File: config.mk
export PLATFORM = sky130hd
export DESIGN_NAME = fifo_rd_stream_adapter
export DESIGN_NICKNAME = d
export VERILOG_FILES = /design/src/rtl/fifo_rd_stream_adapter.sv
export SDC_FILE = /design/constraint.sdc
export NUM_CORES = 1
export LEC_CHECK = 0
export ABC_CLOCK_PERIOD_IN_PS = 1900
export CORE_UTILIZATION = 51
export CTS_CLUSTER_SIZE = 28
export DETAILED_ROUTE_END_ITERATION = 7
export PLACE_DENSITY = 0.84
export SYNTH_ARGS = -nofsm -noshare
export SYNTH_HDL_FRONTEND = slang
export SYNTH_SLANG_ARGS = --single-unit
File: constraint.sdc
create_clock -name clk_i -period 1.9 [get_ports clk_i]
set_input_delay 0.285 -clock clk_i [delete_from_list [all_inputs] [get_ports clk_i]]
set_output_delay 0.285 -clock clk_i [all_outputs]
set_load 0.005 [all_outputs]
File: src/rtl/fifo_rd_stream_adapter.sv
// fifo_rd_stream_adapter: FIFO read port (reb, data next cycle) to FWFT valid/ready stream via a DEPTH-entry prefetch ring; ports clk_i, rst_ni, fifo_rrdy_i/fifo_reb_o/fifo_dout_i, m_valid_o/m_ready_i/m_data_o, level_o, xfer_cnt_o
module fifo_rd_stream_adapter #(
  parameter int DATA_WIDTH = 8,
  parameter int DEPTH = 3,
  parameter int CNT_WIDTH = 16
) (
  input  logic                         clk_i,
  input  logic                         rst_ni,
  input  logic                         fifo_rrdy_i,
  output logic                         fifo_reb_o,
  input  logic [DATA_WIDTH-1:0]        fifo_dout_i,
  output logic                         m_valid_o,
  input  logic                         m_ready_i,
  output logic [DATA_WIDTH-1:0]        m_data_o,
  output logic [$clog2(DEPTH+1)-1:0]   level_o,
  output logic [CNT_WIDTH-1:0]         xfer_cnt_o
);
  localparam int IW = DEPTH > 1 ? $clog2(DEPTH) : 1;
  localparam int LW = $clog2(DEPTH + 1);
  logic [DATA_WIDTH-1:0] mem_q [DEPTH];
  logic [IW-1:0] wr_idx_q, wr_idx_d, rd_idx_q, rd_idx_d;
  logic [LW-1:0] occ_q, occ_d;
  logic inflight_q;
  logic [CNT_WIDTH-1:0] xfer_cnt_q, xfer_cnt_d;
  logic pop;
  always_comb begin
    fifo_reb_o = rst_ni && fifo_rrdy_i && ({1'b0, occ_q} + (LW+1)'(inflight_q) < (LW+1)'(DEPTH));
    m_valid_o = occ_q != '0;
    m_data_o = mem_q[rd_idx_q];
    pop = m_valid_o && m_ready_i;
    wr_idx_d = !inflight_q ? wr_idx_q : (wr_idx_q == IW'(DEPTH-1)) ? '0 : wr_idx_q + IW'(1);
    rd_idx_d = !pop ? rd_idx_q : (rd_idx_q == IW'(DEPTH-1)) ? '0 : rd_idx_q + IW'(1);
    occ_d = occ_q + LW'(inflight_q) - LW'(pop);
    xfer_cnt_d = pop ? xfer_cnt_q + CNT_WIDTH'(1) : xfer_cnt_q;
    level_o = occ_q;
    xfer_cnt_o = xfer_cnt_q;
  end
  always_ff @(posedge clk_i) begin
    if (!rst_ni) begin
      wr_idx_q <= '0;
      rd_idx_q <= '0;
      occ_q <= '0;
      inflight_q <= 1'b0;
      xfer_cnt_q <= '0;
    end else begin
      wr_idx_q <= wr_idx_d;
      rd_idx_q <= rd_idx_d;
      occ_q <= occ_d;
      inflight_q <= fifo_reb_o;
      xfer_cnt_q <= xfer_cnt_d;
    end
  end
  always_ff @(posedge clk_i)
    if (inflight_q) mem_q[wr_idx_q] <= fifo_dout_i;
endmodule
==> impl_metrics.json <==
{
  "yosysTopAreaCellShare": 0.346,
  "post-route-cell-area_mm2": 0.00271,
  "critPathRequiredTime_ps": 1620,
  "final_hold_viol_count": 0,
  "area_taken_by_multi_input_logic_gates_um2": 826,
  "layout.nets": 241,
  "insertion_delay_ps": 290,
  "setup_repair_after_global_routing_missed_its_margin": "no",
  "initial_utilization": 0.548,
  "detailedRoute.firstIterationViolations": 62,
  "r2r-end": "level_o[1]$_SDFF_PN0_",
  "status": "finished clean",
  "drt-wirelength-per-cell_um": 14.0,
  "critical_path_sink_type": "output port",
  "wire_length_of_the_first_global_routing_pass_um": 6470,
  "hold_start": "xfer_cnt_o[15]$_SDFFE_PN0P_",
  "postSynthAreaPerCell_um2": 12.0,
  "placed_cell_area_mm2": 0.00259,
  "grt_pass1_vias": 1435,
  "chip_height_um": 65.9,
  "timing.final.setup_violations": 0,
  "num_vias": 1472,
  "place_congestion": 0.782,
  "critPathLaunchType": "register",
  "post_synth_inst_count": 174,
  "cts-htree-levels": 2,
  "postSynthNetCount": 190,
  "antenna_found_initial": 0,
  "core_area_mm2": 0.00380,
  "groute.usage.overall": 0.203,
  "number_of_remaining_drc_errors": 0,
  "maxSlewHeadroom": 0.731,
  "clkSlewWorstSetupHoldPaths_ps": 90,
  "finalWorstPathRequiredPeriod_ps": 1780,
  "layout.filler_cells": 262,
  "setup.worst_path.class": "reg2out",
  "hold_path_class": "reg2reg",
  "synth-seq-cells": 49,
  "critical_path.reg2reg.startpoint": "level_o[1]$_SDFF_PN0_",
  "buffer_type_at_the_clock_tree_root": "clkbuf_8",
  "worstPathMaxFanout": 2,
  "std_cell_rows": 22,
  "min_path_cells": 2,
  "place.detailed.hpwl_um": 2720,
  "clock_sink_count": 49,
  "postCtsSetupRepairBufs": 0,
  "leak_pwr_uw": 0.00103,
  "num_io_pins": 40,
  "count_of_tritonroute_iterations_in_the_first_routing_pass": 4,
  "final_common_cell": "clkdlybuf4s50_1",
  "cts-root-to-sink-buffers": 2,
  "maximum_number_of_pins_on_one_net_before_global_route_repair": 29,
  "globalRouteOverflowTotal": 0,
  "timing_worst_slew_pin_value_ps": 400,
  "layout.area.seq_mm2": 0.00123,
  "numPortBuffers": 39,
  "yosysWarningCount": 0,
  "max_cap_violations": 0,
  "seq_area_frac_synth": 0.587,
  "area.growth.synth_to_final_pct": 30.0,
  "n_antenna_cell": 0,
  "worst_setup_slack_for_register_to_register_paths_ps": 220,
  "timing.clock.skew_ps": 3.60,
  "cp_data_arrival_time_ps": 1490,
  "via_to_cell_ratio": 5.37,
  "post-synth-top-area-cell": "edfxtp_1",
  "stdcell_count": 274,
  "final_antenna_net_count": 0,
  "worst_voltage_drop_across_the_vdd_grid_uv": 740,
  "reg2reg_depth": 7,
  "synth.area.top_cells": "edfxtp_1 35%, dfxtp_1 24%, mux2i_1 6.3%",
  "final_max_slew_viol_count": 0,
  "fmax_mhz": 562,
  "holdPathEnd": "xfer_cnt_o[15]$_SDFFE_PN0P_",
  "tritoncts": "built",
  "netlist_area_mm2": 0.00208,
  "die_width_um": 65.9,
  "numPlacedInstances": 266,
  "die_area_mm2": 0.00434,
  "layout-drive-gt1-share": 0.133,
  "layout.cells.most_common_list": "32 x clkdlybuf4s50_1, 24 x edfxtp_1, 23 x dfxtp_1",
  "synth.distinct_cells": 35,
  "routed_wl_um": 3830,
  "power_density_mw_per_mm2": 987,
  "fin_crit_sh": 0.937,
  "cts-buffers-inserted": 5
}
report_power, final:
group          switching, µW  internal [µW]  total (µW)
Sequential              63.2           1200        1260
Clock                    337            394         731
Combinational            303            378         680
Total                    703           1970        2670
Yosys cell counts:
cell	count
dfxtp_1	25
a21oi_1	2
nor2b_1	7
nand4_1	1
o2111a_1	1
nand2_1	20
nand2b_1	3
buf_2	1
edfxtp_1	24
nor3_1	4
xnor2_1	8
o21ai_0	10
o21a_1	2
xor2_1	4
o21ai_2	1
nor3b_1	2
or3_1	1
nand4_4	1
nor2_1	2
a21boi_1	1
nor4_4	1
o2111ai_2	1
mux2i_1	13
nor4_1	3
or3_2	1
nor3b_2	1
and2_1	11
nand3_1	5
and3_1	2
a211oi_1	2
o211ai_4	1
clkbuf_1	5
inv_1	3
or2_2	1
ha_1	4
worst max path at each step:
stage	slack, ps	cells after the start	to	startpoint
global route	50	3	m_data_o[4]	register
detailed placement	-50	6	xfer_cnt_o[15]$_SDFFE_PN0P_	m_ready_i
finish	120	4	fifo_reb_o	level_o[0]$_SDFF_PN0_
floorplan	120	7	level_o[1]$_SDFF_PN0_	level_o[1]$_SDFF_PN0_
global placement	30	6	xfer_cnt_o[15]$_SDFFE_PN0P_	m_ready_i
CTS	5	4	fifo_reb_o	level_o[0]$_SDFF_PN0_
layout make-up:
class	count	share of cell area
Sequential cell	49	0.453
Clock buffer	5	0.0254
Multi-Input combinational cell	116	0.305
Clock inverter	3	0.0171
Inverter	3	0.00416
Tap cell	48	0.0222
Timing Repair Buffer	50	0.173
cells by family after synthesis:
kind of cell / after synthesis / synth area share
mux: 13 / 0.0625
flops: 49 / 0.587
simple gates: 66 / 0.186
fa+ha+maj: 4 / 0.0240
compound gates: 21 / 0.0739
xor+xnor: 12 / 0.0505
buf+inv: 9 / 0.0168
through the flow:
stage	hold slack, ps	utilization	setup slack (ps)	setup TNS (ps)	total power (µW)
after floorplan	384	-	120	0	1620
after global placement	455	0.682	32.4	0	1950
after detailed placement	477	0.682	-52.7	-101	1990
after CTS	487	0.712	4.60	0	2700
after global routing	515	0.712	49.4	0	2810
final	489	0.712	120	0	2670
worst max-delay path: stages (launching register included):
cell      delay [ps]
dfxtp_1          330
ha_1             200
ha_1             290
a211oi_1         240
clkbuf_2         150
timing repair:
| action | CTS | global route |
|---|---|---|
| gates resized for setup | 8 | 4 |
| hold buffers | 0 | 0 |
| setup endpoints to repair | 9 | 3 |
registers in the layout (all words and copies together) (netlist names), named ones only:
signal	flops
mem_q	24
xfer_cnt_o	16
level_o	2
rd_idx_q	2
wr_idx_q	2
inflight_q	1
layer usage:
layer | global-route usage | wire (µm) | vias to the layer above
met5 | 0 | 0 | -
met4 | 0.0978 | 91 | 0
met3 | 0.0483 | 193 | 8
met2 | 0.357 | 1960 | 44
met1 | 0.228 | 1590 | 701
li1 | - | - | 719
No activity file was read; power rests on OpenSTA's default activity.
